## config.mk

```make
export PLATFORM = sky130hd
export DESIGN_NAME = alu_share_arbiter
export DESIGN_NICKNAME = d
export VERILOG_FILES = /design/src/rtl/alu_share_arbiter.sv
export SDC_FILE = /design/constraint.sdc
export NUM_CORES = 1
export LEC_CHECK = 0
export CORE_AREA = 5 5 105 107
export DETAILED_ROUTE_END_ITERATION = 8
export DIE_AREA = 0 0 110 112
export DONT_BUFFER_PORTS = 1
export SYNTH_ARGS = -nofsm -noshare
export SYNTH_HDL_FRONTEND = slang
export SYNTH_SLANG_ARGS = --single-unit
```

## constraint.sdc

```tcl
create_clock -name clk -period 2.2 [get_ports clk]
set_clock_uncertainty 0.2 [all_clocks]
set_input_delay 0.44 -clock clk [delete_from_list [all_inputs] [get_ports clk]]
set_output_delay 0.44 -clock clk [all_outputs]
set_load 0.005 [all_outputs]
```

## src/rtl/alu_share_arbiter.sv

```systemverilog
// Round-robin arbiter sharing one external combinational ALU between NUM_REQ requesters.
// Optional ALU_ARB_PERF_EN adds per-requester grant and wait counters.
module alu_share_arbiter #(
    parameter int NUM_REQ = 2,
    parameter int XLEN    = 32
) (
    input  logic                    clk,
    input  logic                    rst_n,
    input  logic [NUM_REQ-1:0]      req_valid,
    output logic [NUM_REQ-1:0]      req_ready,
    input  logic [4*NUM_REQ-1:0]    req_op,
    input  logic [XLEN*NUM_REQ-1:0] req_a,
    input  logic [XLEN*NUM_REQ-1:0] req_b,
    output logic [3:0]              alu_ctrl,
    output logic [XLEN-1:0]         alu_a,
    output logic [XLEN-1:0]         alu_b,
    input  logic [XLEN-1:0]         alu_result,
    output logic [NUM_REQ-1:0]      rsp_valid,
    input  logic [NUM_REQ-1:0]      rsp_ready,
    output logic [XLEN-1:0]         rsp_data
`ifdef ALU_ARB_PERF_EN
    ,
    output logic [32*NUM_REQ-1:0]   perf_grant_cnt,
    output logic [32*NUM_REQ-1:0]   perf_wait_cnt
`endif
);

    localparam int IW = (NUM_REQ > 1) ? $clog2(NUM_REQ) : 1;

    typedef enum logic [1:0] {
        IDLE,
        EXEC,
        RESP
    } state_t;

    state_t        state;
    logic [IW-1:0] ptr;
    logic [IW-1:0] gnt_q;
    logic [IW-1:0] gnt_idx;
    logic [IW-1:0] ptr_next;
    logic [IW:0]   cand;
    logic          gnt_found;
    logic          accept;

    // Scan offsets from farthest to nearest so the requester closest to ptr wins.
    // NOTE: every variable gets a default first so no latch is inferred.
    always_comb begin
        gnt_idx   = ptr;
        gnt_found = 1'b0;
        cand      = '0;
        for (int k = NUM_REQ - 1; k >= 0; k--) begin
            cand = {1'b0, ptr} + (IW+1)'(k);
            if (cand >= (IW+1)'(NUM_REQ)) begin
                cand = cand - (IW+1)'(NUM_REQ);
            end
            if (req_valid[cand[IW-1:0]]) begin
                gnt_idx   = cand[IW-1:0];
                gnt_found = 1'b1;
            end
        end
    end

    assign accept   = (state == IDLE) && gnt_found;
    assign ptr_next = (gnt_idx == IW'(NUM_REQ - 1)) ? '0 : gnt_idx + 1'b1;

    always_comb begin
        req_ready = '0;
        if (accept) begin
            req_ready[gnt_idx] = 1'b1;
        end
    end

    // NOTE: sequential state uses non-blocking assignments so all registers update together.
    always_ff @(posedge clk or negedge rst_n) begin
        if (!rst_n) begin
            state     <= IDLE;
            ptr       <= '0;
            gnt_q     <= '0;
            alu_ctrl  <= 4'b0000;
            alu_a     <= '0;
            alu_b     <= '0;
            rsp_valid <= '0;
            rsp_data  <= '0;
        end else begin
            case (state)
                IDLE: begin
                    if (gnt_found) begin
                        gnt_q    <= gnt_idx;
                        alu_ctrl <= req_op[gnt_idx*4 +: 4];
                        alu_a    <= req_a[gnt_idx*XLEN +: XLEN];
                        alu_b    <= req_b[gnt_idx*XLEN +: XLEN];
                        ptr      <= ptr_next;
                        state    <= EXEC;
                    end
                end
                EXEC: begin
                    rsp_data  <= alu_result;
                    rsp_valid <= NUM_REQ'(1) << gnt_q;
                    state     <= RESP;
                end
                RESP: begin
                    // Only the granted requester's rsp_ready completes the handshake.
                    if (rsp_ready[gnt_q]) begin
                        rsp_valid <= '0;
                        state     <= IDLE;
                    end
                end
                default: state <= IDLE;
            endcase
        end
    end

`ifdef ALU_ARB_PERF_EN
    logic [31:0] grant_cnt [NUM_REQ];
    logic [31:0] wait_cnt  [NUM_REQ];

    for (genvar i = 0; i < NUM_REQ; i++) begin : g_perf
        always_ff @(posedge clk or negedge rst_n) begin
            if (!rst_n) begin
                grant_cnt[i] <= '0;
                wait_cnt[i]  <= '0;
            end else begin
                if (req_ready[i]) begin
                    grant_cnt[i] <= grant_cnt[i] + 32'd1;
                end
                if (req_valid[i] && !req_ready[i]) begin
                    wait_cnt[i] <= wait_cnt[i] + 32'd1;
                end
            end
        end
        assign perf_grant_cnt[32*i +: 32] = grant_cnt[i];
        assign perf_wait_cnt[32*i +: 32]  = wait_cnt[i];
    end
`endif

endmodule

```

# --- Yosys cells after proc, flatten, opt, wreduce, memory -nomap -nowiden ---
# Index checks and enable logic that the tools add are counted.
# Widths: inputs -> output; s select.
classes:
  shift: 4
  div_mod_pow: 0
  n_addsub: 4
  n_mux: 20
  n_bitwise: 0
  n_eq_ne: 4
  multipliers: 0
  order_cmp: 7
  reduce_logical: 7
op_table:
  columns: ["operator", "count"]
  rows:
  - ["$shiftx 64x7->32", 2]
  - ["$mux 1", 14]
  - ["$lt 1x2->1 const B", 4]
  - ["$shiftx 8x4->4", 1]
  - ["$mux 2", 3]
  - ["$pmux 2 s3", 1]
  - ["$reduce_and 2->1", 3]
  - ["$ne 2x2->1 const B", 2]
  - ["$pmux 2 s2", 1]
  - ["$add 1x1->2 const B", 1]
  - ["$eq 2x1->1 const B", 1]
  - ["$eq 2x2->1 const B", 1]
  - ["$ge 1x2->1 const B", 1]
  - ["$ge 2x2->1 const B", 1]
  - ["$logic_and 1x1->1", 2]
  - ["$logic_not 2->1", 1]
  - ["$reduce_bool 2->1", 1]
  - ["$shl 1x1->2 const A", 1]
  - ["$sub 1x1->1 const B", 2]
  - ["$add 1x1->1 const B", 1]
  - ["$demux 1 s1", 1]
  - ["$ge 1x1->1 const B", 1]
word_totals:
  latchBits: 0
  ramBits: 0
  in_bits: 174
  rom_bits: 0
  regBits: 106
  memories: 0
  wordCells: 54

# --- Longest topological paths before layout ---
# Gate-level depths: netlist (run 1).
logic_depth:
  depth_word: 12
  mapped_depth: 6
  depth_no_buf: 3

# --- Worst setup path before layout (run 1) ---
# Ideal clock, no wire load.
synth_timing:
  kind: "register to register"
  start: "register state[1]"
  end: "register alu_a[29]"
  arrival_time_ps: 1421
  stages_incl_launch_ff: 7
  t_required_ps: 1874
  setup_slack_ps: 453
  path_cell_list: "dfrtp_1 or2_1 buf_6 buf_6 buf_6 o21a_1 a221o_1"
synth_via:
  elab_chain_cells: 2
synth_lines:
  columns: ["element", "line_no", "source"]
  rows:
  - ["from (decl)", "36", "state_t state;"]
  - ["from (signal assigned)", "76", "state <= IDLE;"]
  - ["from (signal assigned)", "93", "state <= EXEC;"]
  - ["from (signal assigned)", "99", "state <= RESP;"]
  - ["$logic_not 2->1", "85", "case (state)"]
  - ["$reduce_and 2->1 (no line)", null, null]
  - ["to (signal assigned)", "90", "alu_a <= req_a[gnt_idx*XLEN +: XLEN];"]
  - ["to (decl)", "15", "output logic [XLEN-1:0] alu_a,"]
# No other way between the ends.
# A chain may end at the register's enable or synchronous reset.

# --- Worst setup path after layout (run 1) ---
layout_timing:
  start: "register state[1]"
  end: "output port req_ready[0]"
layout_via:
  elab_chain_cells: 3
layout_lines:
  columns: ["element", "line_no", "source"]
  rows:
  - ["$logic_not 2->1", "63", "assign accept = (state == IDLE) && gnt_found;"]
  - ["$logic_and 1x1->1", "63", null]
  - ["$mux 2", "68", "if (accept) begin"]
  - ["to (decl)", "10", "output logic [NUM_REQ-1:0] req_ready,"]
# No other way between the ends.

==> impl_metrics.csv, run 1 <==
group,metric,value,unit
outcome,status,"finished with violations",
outcome,violations,"negative hold slack",
placed_design,placement.io_buffers,0,
synth,yosys_register_bits,106,
sta,timing.final.setup_violations,0,
worst_setup_path,cp_slowest_stage_delay,0.45,ns
power,share_of_total_power_in_the_clock_network,0.177,
worst_setup_path,crit-reg2reg-launch,"state[1]",
min_path,min-delay-path-class,"in -> async",
flow_run,cap_violations,0,
global_route,grt_pass1_wl,20.8,mm
sta,final.period_utilization,0.939,
power,p_sw,2900,µW
floorplan,floorplan.core_area,10000,µm²
route,postRouteWirelength,14.0,mm
clock_network,cts_buffers,9,
clock_network,h-tree-depth,3,
worst_setup_path,required,1.56,ns
synth,syn_nets,576,
route,final_antenna_net_count,0,
layout,post_route_cells_drive_above_1_share,0.0668,
floorplan,row_cnt,37,
worst_setup_path,worst-setup-path-type,"reg -> out",
sta,report.final.hold_viol_count,106,
route,routed-via-count,3613,
worst_setup_path,cp_cell_sequence,"nor2_1, and3_2, buf_12",
synth,post_synth.cell_area_avg,11.3,µm²
clock_network,cts-root-to-sink-buffers,2,
clock_network,clk_transition_reported_paths,0.09,ns
global_route,pin_count_of_the_biggest_net_entering_global_routing,107,
global_route,combined_global_route_utilization_of_all_metal_layers,0.218,
clock_network,post-cts-setup-buffer-count,0,
sta,grt_setup_unrepaired,"false",
layout,final_cell_area,5770,µm²
power,leakagePower,0.00258,µW
sta,hold_ws,-0.440,ns
floorplan,fp.dieArea,12300,µm²
synth,ys.warnings.count,0,
synth,synthDistinctLibCells,20,
synth,synth_top_area_cell,"dfrtp_1",
placed_design,detailed_place_hpwl,9.09,mm
clock_network,cts.sinks,106,
floorplan,top_level_ports,278,
synth,syn_area,4530,µm²
synth,post_synth_main_area_contributors,"dfrtp_1 59%, a221o_1 15%, o21a_1 11%",
worst_setup_path,worstSetupEndpointType,"primary output",
floorplan,initial_utilization,0.451,
sta,final-max-slew-violation-count,0,
power,p_comb_frac,0.351,
clock_network,tritoncts_clock_tree,"built",
sta,fin_setup_tns,0,ns
global_route,grt.overflow.total,0,
global_route,via_count_of_the_first_global_routing_pass,3884,
layout,finalNonFillerCells,615,
power,cellPowerDensity,1390,nW/µm²
clock_network,clk-insertion-delay-late,0.36,ns
worst_setup_path,regToRegEndpoint,"alu_b[19]",
worst_setup_path,cp_data_arrival_time,1.42,ns
worst_setup_path,critical_path.max_fanout,39,
power,power.share.sequential,0.471,
synth,synthesis.instances,402,
synth,share_of_the_synthesized_area_in_the_top_cell_type,0.585,
worst_setup_path,timing.reg2reg.setup_slack,0.33,ns
sta,relSlewSlack,0.712,
route,route.detailed.drc,0,
route,drt-pass1-iter-count,4,
worst_setup_path,worstSetupStartpointType,"register",
power,cellInternalPower,5130,µW
layout,n_antenna_cell,0,
worst_setup_path,worst_path_max_delay_cell,"dfrtp_1",
layout,syn2layout_area_growth,27.2,%
route,vias_per_std_cell,5.87,
global_route,initial_antenna_violation_count,0,
placed_design,placement_cell_area,4630,µm²
sta,max_freq,0.484,GHz
synth,synth-seq-area-share,0.585,
route,initialDrtViolationCount,245,
clock_network,root_buffer,"clkbuf_8",
sta,slew_at_the_pin_closest_to_its_max_slew_limit,0.432,ns
floorplan,floorplan_die_height,112,µm
floorplan,fp.dieW,110,µm
power,sw_frac_of_total,0.361,
placed_design,routabilityCongestion,0.771,
sta,final_period_minus_worst_setup_slack,2.06,ns
placed_design,placed_cell_count,510,
layout,fin_nets,648,
route,detail_route.wl_per_cell,22.7,µm
power,vdd_drop_max,0.554,mV
worst_setup_path,r2r_cells,4,
[cells in the mapped netlist (all sizes together)]
cell	number
a221oi	1
nor2b	3
or2	1
a21oi	3
inv	1
nand2	99
a21o	1
o21a	68
and3	2
a311oi	1
nor2	3
nand2b	2
nand3b	1
dfrtp	106
a221o	68
buf	11
o21ba	2
clkbuf	28
o21ai	1
[power groups by stage]
stage	Clock, µW	Combinational (µW)	Sequential (µW)
floorplan	0	2270	3510
finish	1420	2820	3780
global placement	0	2560	3830
CTS	1460	2800	3790
global route	1530	3140	3890
detailed placement	0	2690	3810
[cells by family after synthesis]
kind of cell | Yosys count | synth area share
flops | 106 | 0.585
buf+inv | 40 | 0.0403
simple gates | 111 | 0.0972
compound gates | 145 | 0.277
[registers in the layout, summed over array words and instances (netlist names)]
name	count
gnt_q	1
ptr	1
state	2
alu_b	32
alu_ctrl	4
rsp_valid	2
alu_a	32
rsp_data	32
[metrics by stage]
stage / setup slack, ns / hold WS, ns / util / total power [µW]
floorplan: 0.453 / -0.0556 / - / 5780
global placement: 0.398 / -0.0530 / 0.461 / 6390
detailed placement: 0.353 / -0.0528 / 0.461 / 6490
CTS: 0.121 / -0.463 / 0.572 / 8050
global route: 0.0589 / -0.466 / 0.574 / 8560
finish: 0.135 / -0.440 / 0.574 / 8020
[worst max-delay path by stage]
stage	end	cells after the start	from	slack (ns)
floorplan	alu_a[29]	6	state[1]	0.45
global placement	alu_b[15]	4	state[1]	0.40
detailed placement	alu_b[15]	4	state[1]	0.35
CTS	req_ready[0]	3	state[1]	0.12
global route	req_ready[0]	3	state[1]	0.06
finish	req_ready[0]	3	state[1]	0.14
[final cells by class]
cell class,count,area [µm²]
Sequential cell,106,2650
Timing Repair Buffer,100,986
Clock buffer,12,145
Inverter,1,3.75
Tap cell,136,170
Clock inverter,4,98.8
Multi-Input combinational cell,256,1710
Fill cell,776,4280
[layer usage]
layer,global-route usage,wire (µm),up-vias,part of all wire
li1,-,-,1610,-
met1,0.245,5050,1761,0.36
met2,0.371,7020,209,0.50
met3,0.0713,1480,33,0.11
met4,0.0998,399,0,0.029
met5,0,0,-,0
[worst max-delay path: cells and delay by family (launching register included)]
family | cells | cell delay (ns)
flip-flops | 1 | 0.45
AND/OR/NAND/NOR | 2 | 0.37
buffers and inverters | 1 | 0.21
[cell usage in the layout (no fill, tap or decap)]
| cell | instances |
|---|---|
| nand3b_1 | 1 |
| nor2_1 | 2 |
| a221oi_1 | 1 |
| nand2b_1 | 2 |
| and3_2 | 2 |
| or2_2 | 1 |
| clkbuf_1 | 2 |
| nand2_1 | 99 |
| a21oi_1 | 3 |
| nor2_4 | 1 |
| nor2b_2 | 1 |
| bufinv_16 | 3 |
| o21ba_2 | 2 |
| buf_4 | 10 |
| o21a_1 | 68 |
| dlygate4sd3_1 | 89 |
| buf_12 | 1 |
| inv_1 | 1 |
| o21ai_0 | 1 |
| a21o_1 | 1 |
| dfrtp_1 | 106 |
| clkbuf_8 | 10 |
| nor2b_1 | 2 |
| a311oi_1 | 1 |
| a221o_1 | 68 |
| clkinv_4 | 1 |
[what timing repair did]
| item | CTS | global route |
|---|---|---|
| resized for setup | 0 | 0 |
| endpoints found under the hold margin | 166 | 107 |
| hold buffers | 87 | 2 |
No activity file was read; power rests on OpenSTA's default activity.
==> inputs of run 2 (changes only) <==
--- a/config.mk
+++ b/config.mk
@@ -6,6 +6,7 @@
 export NUM_CORES = 1
 export LEC_CHECK = 0
 export CORE_AREA = 5 5 105 107
+export CTS_CLUSTER_DIAMETER = 40
 export DETAILED_ROUTE_END_ITERATION = 8
 export DIE_AREA = 0 0 110 112
 export DONT_BUFFER_PORTS = 1
==> constraint.sdc (replaced) <==
create_clock -name clk -period 2.5 [get_ports clk]
set_clock_uncertainty 0.2 [all_clocks]
set_input_delay 0.5 -clock clk [delete_from_list [all_inputs] [get_ports clk]]
set_output_delay 0.5 -clock clk [all_outputs]
set_load 0.005 [all_outputs]
==> run 2 against run 1 <==
Effect of this change: sequential power is 12% lower; non-clock buffer count down 91; the run still ends with negative hold slack left; clock power down 27%; critical path depth stayed put; critical path type unchanged; largest power group unchanged; first-iteration DRC count up 9.8%.
==> impl_metrics.csv, run 2 (synthesis gave the netlist of run 1 again) <==
group,metric,value,unit
outcome,status,"finished with violations",
outcome,violations,"negative hold slack",
flow_run,cap_violations,0,
route,initialDrtViolationCount,269,
floorplan,fp.dieW,110,µm
floorplan,row_cnt,37,
clock_network,cts.sinks,106,
global_route,pin_count_of_the_biggest_net_entering_global_routing,107,
sta,timing.final.setup_violations,0,
placed_design,detailed_place_hpwl,8.96,mm
sta,setup_slack,0.284,ns
worst_setup_path,critical_path.top_delay_family,"flip-flops",
layout,syn2layout_area_growth,6.13,%
clock_network,cts-root-to-sink-buffers,2,
layout,fin_nets,557,
worst_setup_path,cp_data_arrival_time,1.52,ns
route,postRouteWirelength,12.5,mm
global_route,initial_antenna_violation_count,0,
sta,report.final.hold_viol_count,106,
worst_setup_path,timing.reg2reg.setup_slack,0.65,ns
route,final_antenna_net_count,0,
worst_setup_path,cp_num_cells,3,
floorplan,floorplan_die_height,112,µm
route,routed-via-count,3256,
worst_setup_path,crit-reg2reg-launch,"state[1]",
layout,mostFrequentLayoutCells,"106 x dfrtp_1, 99 x nand2_1, 68 x o21a_1, 68 x a221o_1, 10 x clkbuf_8",
worst_setup_path,cp_slowest_stage_delay,0.44,ns
worst_setup_path,path_buf_inv,1,
placed_design,placed_cell_count,508,
clock_network,cts_resized,0,
global_route,grt.overflow.total,0,
global_route,combined_global_route_utilization_of_all_metal_layers,0.192,
sta,hold_ws,-0.372,ns
clock_network,cts_buffers,9,
min_path,min-delay-path-class,"in -> async",
floorplan,top_level_ports,278,
power,cellPowerDensity,1380,nW/µm²
layout,leading_cell_type_in_the_layout_fill_and_taps_excluded,"dfrtp_1",
layout,post-route-util,0.479,
placed_design,routabilityCongestion,0.781,
clock_network,h-tree-depth,3,
floorplan,floorplan.core_area,10000,µm²
worst_setup_path,worst_path_max_delay_cell,"dfrtp_1",
layout,biggestRegsByFlops,"alu_a x32, alu_b x32, rsp_data x32",
route,drt-pass1-iter-count,4,
power,leakagePower,0.00216,µW
placed_design,place_ws,0.662,ns
worst_setup_path,worstSetupEndpointType,"primary output",
clock_network,post-cts-setup-buffer-count,0,
placed_design,placement.io_buffers,0,
route,vias_per_std_cell,6.23,
clock_network,root_buffer,"clkbuf_8",
floorplan,initial_utilization,0.451,
route,met1_length,4.56,mm
floorplan,fp.dieArea,12300,µm²
worst_setup_path,r2r_cells,4,
layout,finalNonFillerCells,523,
worst_setup_path,worstSetupStartpointType,"register",
route,detail_route.wl_per_cell,23.8,µm
route,route.detailed.drc,0,
power,vdd_drop_max,0.522,mV
sta,final-max-slew-violation-count,0,
worst_setup_path,required,1.80,ns
clock_network,clk_transition_reported_paths,0.09,ns
sta,relSlewSlack,0.732,
clock_network,clk-insertion-delay-late,0.35,ns
global_route,via_count_of_the_first_global_routing_pass,3350,
sta,final_period_minus_worst_setup_slack,2.22,ns
power,power.total,6650,µW
route,top_layer_used,"met4",
sta,grt_setup_unrepaired,"false",
layout,post_route_cells_drive_above_1_share,0.0775,
worst_setup_path,regToRegEndpoint,"alu_a[28]",
layout,n_antenna_cell,0,
sta,fin_setup_tns,0,ns
clock_network,tritoncts_clock_tree,"built",
sta,final.period_utilization,0.886,
route,dr_wl_met3,1.45,mm
sta,slew_at_the_pin_closest_to_its_max_slew_limit,0.402,ns
global_route,grt_pass1_wl,18.3,mm
sta,max_freq,0.451,GHz
worst_setup_path,critical_path.max_fanout,38,
worst_setup_path,cp_cell_sequence,"nor2_1, and3_2, buf_4",
worst_setup_path,worst-setup-path-type,"reg -> out",
route,met2WireLength,6.23,mm
-- run 2: cell count changes in the layout (fill, tap and decap cells not counted), sizes merged --
cell and change:
clkinvlp +3, clkinv -1, clkbuf -1, dlygate4sd3 -89, buf -2, bufinv -2
-- run 2: through the flow --
stage          hold WS [ns]  area, µm²
2_1_floorplan       0.00441       4530
3_3_place_gp        0.00693       4620
3_5_place_dp        0.00687       4620
4_1_cts              -0.402       4810
5_1_grt              -0.414       4810
6_report             -0.372       4810
-- run 2: power by group --
part | total, µW | internal, µW | switching (µW)
clock network | 1040 | 486 | 554
logic | 2290 | 1140 | 1160
registers | 3320 | 2560 | 754
total | 6650 | 4190 | 2460
-- run 2: worst max path at each step --
stage	slack [ns]	end	start
global route	0.17	req_ready[0]	state[0]
global placement	0.68	req_ready[0]	state[1]
finish	0.28	req_ready[0]	state[1]
floorplan	0.74	req_ready[1]	req_valid[0]
detailed placement	0.66	alu_a[28]	state[1]
CTS	0.26	req_ready[0]	state[1]
-- run 2: layer usage --
| layer | up-vias | track usage |
|---|---|---|
| met1 | 1606 | 0.227 |
| li1 | 1427 | - |
| met2 | 206 | 0.318 |
| met4 | 0 | 0.0798 |
| met5 | - | 0 |
| met3 | 17 | 0.0655 |
-- run 2: cell type report --
cell class	instances	area (µm²)
Inverter	1	3.75
Multi-Input combinational cell	256	1710
Sequential cell	106	2650
Fill cell	951	5240
Clock buffer	11	141
Tap cell	136	170
Timing Repair Buffer	9	80.1
Clock inverter	4	52.6
==> inputs of run 3 (changes only) <==
==> constraint.sdc (replaced) <==
create_clock -name clk -period 1.8 [get_ports clk]
set_clock_uncertainty 0.2 [all_clocks]
set_input_delay 0.36 -clock clk [delete_from_list [all_inputs] [get_ports clk]]
set_output_delay 0.36 -clock clk [all_outputs]
set_load 0.005 [all_outputs]
==> run 3 against run 2 <==
Effect of this change: the flow now stops in 4_1_cts; synthesized cell count stayed put; area after synthesis stayed put.
==> impl_metrics.csv, run 3 <==
group,metric,value,unit
outcome,status,"did not finish",
outcome,failing_step,"4_1_cts",
outcome,error,"[ERROR RSZ-0060] Max buffer count reached.",
clock_network,cts_hold_repair.buffers,109,
clock_network,cts.sinks,106,
synth,synthesis.instances,402,
synth,post_synth_main_area_contributors,"dfrtp_1 59%, a221o_1 15%, o21a_1 11%",
clock_network,root_buffer,"clkbuf_8",
clock_network,cts_resized,8,
synth,synth-edff-count,0,
floorplan,floorplan_die_height,112,µm
synth,share_of_the_synthesized_area_in_the_top_cell_type,0.585,
synth,ys.warnings.count,0,
synth,synthTopCellsByCount,"106 x dfrtp_1, 99 x nand2_1, 68 x a221o_1, 68 x o21a_1, 28 x clkbuf_1",
placed_design,routabilityCongestion,0.789,
synth,post_synth.cell_area_avg,11.3,µm²
clock_network,cts-root-to-sink-buffers,2,
synth,synth.most_common_cell,"dfrtp_1",
synth,syn_area,4530,µm²
clock_network,cts_buffers,9,
placed_design,detailed_place_hpwl,9.03,mm
placed_design,place_ws,0.0879,ns
synth,synth-seq-area-share,0.585,
synth,synth_top_area_cell,"dfrtp_1",
placed_design,placement_cell_area,4700,µm²
placed_design,placed_cell_count,511,
synth,syn_nets,576,
clock_network,h-tree-depth,3,
floorplan,top_level_ports,278,
floorplan,row_cnt,37,
floorplan,fp.dieW,110,µm
synth,yosys_register_bits,106,
placed_design,placement.io_buffers,0,
floorplan,initial_utilization,0.451,
synth,dominantRegCellSynth,"dfrtp_1",
synth,synthDistinctLibCells,20,
synth,async_reset_ff_frac,1.00,
clock_network,post-cts-setup-buffer-count,7,
[run 3: cell counts after synthesis]
No cell type changed its count.
[run 3: per-stage QoR]
| step | utilization | hold slack [ns] |
|---|---|---|
| 2_1_floorplan | - | -0.136 |
| 3_3_place_gp | 0.468 | -0.133 |
| 3_5_place_dp | 0.468 | -0.133 |
[run 3: cells by family after synthesis]
family,Yosys count,synth area share
AO/OA/AOI/OAI,145,0.277
AND/OR/NAND/NOR,111,0.0972
flip-flops,106,0.585
buffers and inverters,40,0.0403
==> inputs of run 4 (changes only) <==
==> config.mk (replaced) <==
export PLATFORM = sky130hd
export DESIGN_NAME = alu_share_arbiter
export DESIGN_NICKNAME = d
export VERILOG_FILES = /design/src/rtl/alu_share_arbiter.sv
export SDC_FILE = /design/constraint.sdc
export NUM_CORES = 1
export LEC_CHECK = 0
export CORE_MARGIN = 5
export CORE_UTILIZATION = 35
export DETAILED_ROUTE_END_ITERATION = 8
export DONT_BUFFER_PORTS = 1
export PLACE_DENSITY_LB_ADDON = 0.15
export SYNTH_ARGS = -nofsm -noshare
export SYNTH_HDL_FRONTEND = slang
export SYNTH_SLANG_ARGS = --single-unit
==> constraint.sdc (replaced) <==
create_clock -name clk -period 2.3 [get_ports clk]
set_clock_uncertainty 0.2 [all_clocks]
set_input_delay 0.46 -clock clk [delete_from_list [all_inputs] [get_ports clk]]
set_output_delay 0.46 -clock clk [all_outputs]
set_load 0.005 [all_outputs]
==> run 4 against run 3 <==
Effect of this change: the flow now finishes, with violations (negative hold slack).
==> impl_metrics.csv, run 4 (synthesis gave the netlist of run 1 again) <==
group,metric,value,unit
power,vdd_drop_max,0.580,mV
clock_network,post-cts-setup-buffer-count,0,
power,power.total,7740,µW
layout,post_route_cells_drive_above_1_share,0.0825,
global_route,via_count_of_the_first_global_routing_pass,3364,
worst_setup_path,worstSetupEndpointType,"primary output",
placed_design,detailed_place_hpwl,9.31,mm
layout,syn2layout_area_growth,10.7,%
layout,regArea,2650,µm²
global_route,initial_antenna_violation_count,0,
floorplan,top_level_ports,278,
sta,grt_setup_unrepaired,"false",
route,drt-pass1-iter-count,6,
floorplan,fp.dieArea,15300,µm²
route,vias_per_std_cell,5.71,
placed_design,routabilityCongestion,0.704,
layout,n_antenna_cell,0,
layout,finalNonFillerCells,560,
route,final_antenna_net_count,0,
clock_network,cts_buffers,9,
outcome,violations,"negative hold slack",
sta,report.final.hold_viol_count,106,
outcome,status,"finished with violations",
power,leakagePower,0.00224,µW
sta,final.period_utilization,0.907,
worst_setup_path,critical_path.max_fanout,17,
worst_setup_path,worstSetupStartpointType,"register",
route,postRouteWirelength,12.9,mm
clock_network,tritoncts_clock_tree,"built",
clock_network,clk_transition_reported_paths,0.07,ns
clock_network,cts-root-to-sink-buffers,2,
layout,layout.filler_cells,1201,
sta,slew_at_the_pin_closest_to_its_max_slew_limit,0.434,ns
global_route,grt.overflow.total,0,
clock_network,h-tree-depth,3,
power,cellPowerDensity,1540,nW/µm²
global_route,grt_pass1_wl,18.9,mm
floorplan,fp.dieW,124,µm
sta,hold_ws,-0.392,ns
layout,biggestRegsByFlops,"alu_a x32, alu_b x32, rsp_data x32",
floorplan,floorplan_die_height,124,µm
clock_network,clk-insertion-delay-late,0.34,ns
clock_network,root_buffer,"clkbuf_16",
min_path,min-delay-path-class,"in -> async",
global_route,combined_global_route_utilization_of_all_metal_layers,0.162,
route,route.detailed.drc,0,
sta,relSlewSlack,0.711,
layout,fin_nets,557,
route,detail_route.wl_per_cell,23.0,µm
worst_setup_path,required,1.64,ns
floorplan,initial_utilization,0.358,
placed_design,placement.io_buffers,0,
worst_setup_path,worst-setup-path-type,"reg -> out",
layout,leading_cell_type_in_the_layout_fill_and_taps_excluded,"dfrtp_1",
floorplan,floorplan.core_area,12700,µm²
sta,fin_setup_tns,0,ns
worst_setup_path,cp_data_arrival_time,1.43,ns
sta,final_period_minus_worst_setup_slack,2.09,ns
layout,area_of_the_multi_input_gates,1710,µm²
layout,mostFrequentLayoutCells,"106 x dfrtp_1, 99 x nand2_1, 68 x o21a_1, 68 x a221o_1, 9 x clkbuf_16",
flow_run,cap_violations,0,
sta,final-max-slew-violation-count,0,
sta,max_freq,0.479,GHz
route,routed-via-count,3197,
floorplan,row_cnt,41,
clock_network,cts.sinks,106,
route,initialDrtViolationCount,154,
placed_design,placed_cell_count,544,
sta,timing.final.setup_violations,0,
global_route,pin_count_of_the_biggest_net_entering_global_routing,107,
clock_network,cts_resized,0,
worst_setup_path,r2r_cells,4,
-- run 4: stage by stage --
step	utilization	instance area [µm²]	setup slack, ns
final	0.396	5020	0.214
after global routing	0.396	5020	0.115
after CTS	0.396	5020	0.201
after detailed placement	0.372	4710	0.448
after global placement	0.372	4710	0.472
after floorplan	-	4530	0.553
-- run 4: layout make-up --
cell class,instances,share of cell area
clock buffers,11,0.0504
clock inverters,5,0.0105
inverters,1,0.000748
multi-input cells,256,0.341
flip-flops and latches,106,0.529
well taps,172,0.0429
repair buffers,9,0.0259
-- run 4: report_power, final --
group          internal, µW  switching [µW]  total (µW)
Sequential             2790             832        3630
Clock                   898             653        1550
Combinational          1290            1280        2570
-- run 4: final timing paths --
check / from / end / slack, ns
worst max register to register: state[1] / alu_a[18] / 0.43
min in group clk: alu_result[5] / rsp_data[5] / 0.02
worst max-delay path: state[1] / req_ready[0] / 0.21
max in group asynchronous: rst_n / gnt_q / 2.07
worst min-delay path: rst_n / rsp_data[6] / -0.39
worst min register to register: rsp_data[21] / rsp_data[21] / 0.30
-- run 4: worst max-delay path, stage by stage (launching register included) --
cell and delay (ns):
dfrtp_1 0.44, nor2_1 0.16, and3_2 0.49
-- run 4: per-layer routing --
| metal | routed length [µm] | share of wire | up-vias | GRT usage |
|---|---|---|---|---|
| met3 | 1580 | 0.12 | 22 | 0.0649 |
| met1 | 4900 | 0.38 | 1544 | 0.199 |
| met2 | 6080 | 0.47 | 194 | 0.251 |
| li1 | - | - | 1437 | - |
| met5 | 0 | 0 | - | 0 |
| met4 | 328 | 0.025 | 0 | 0.0720 |
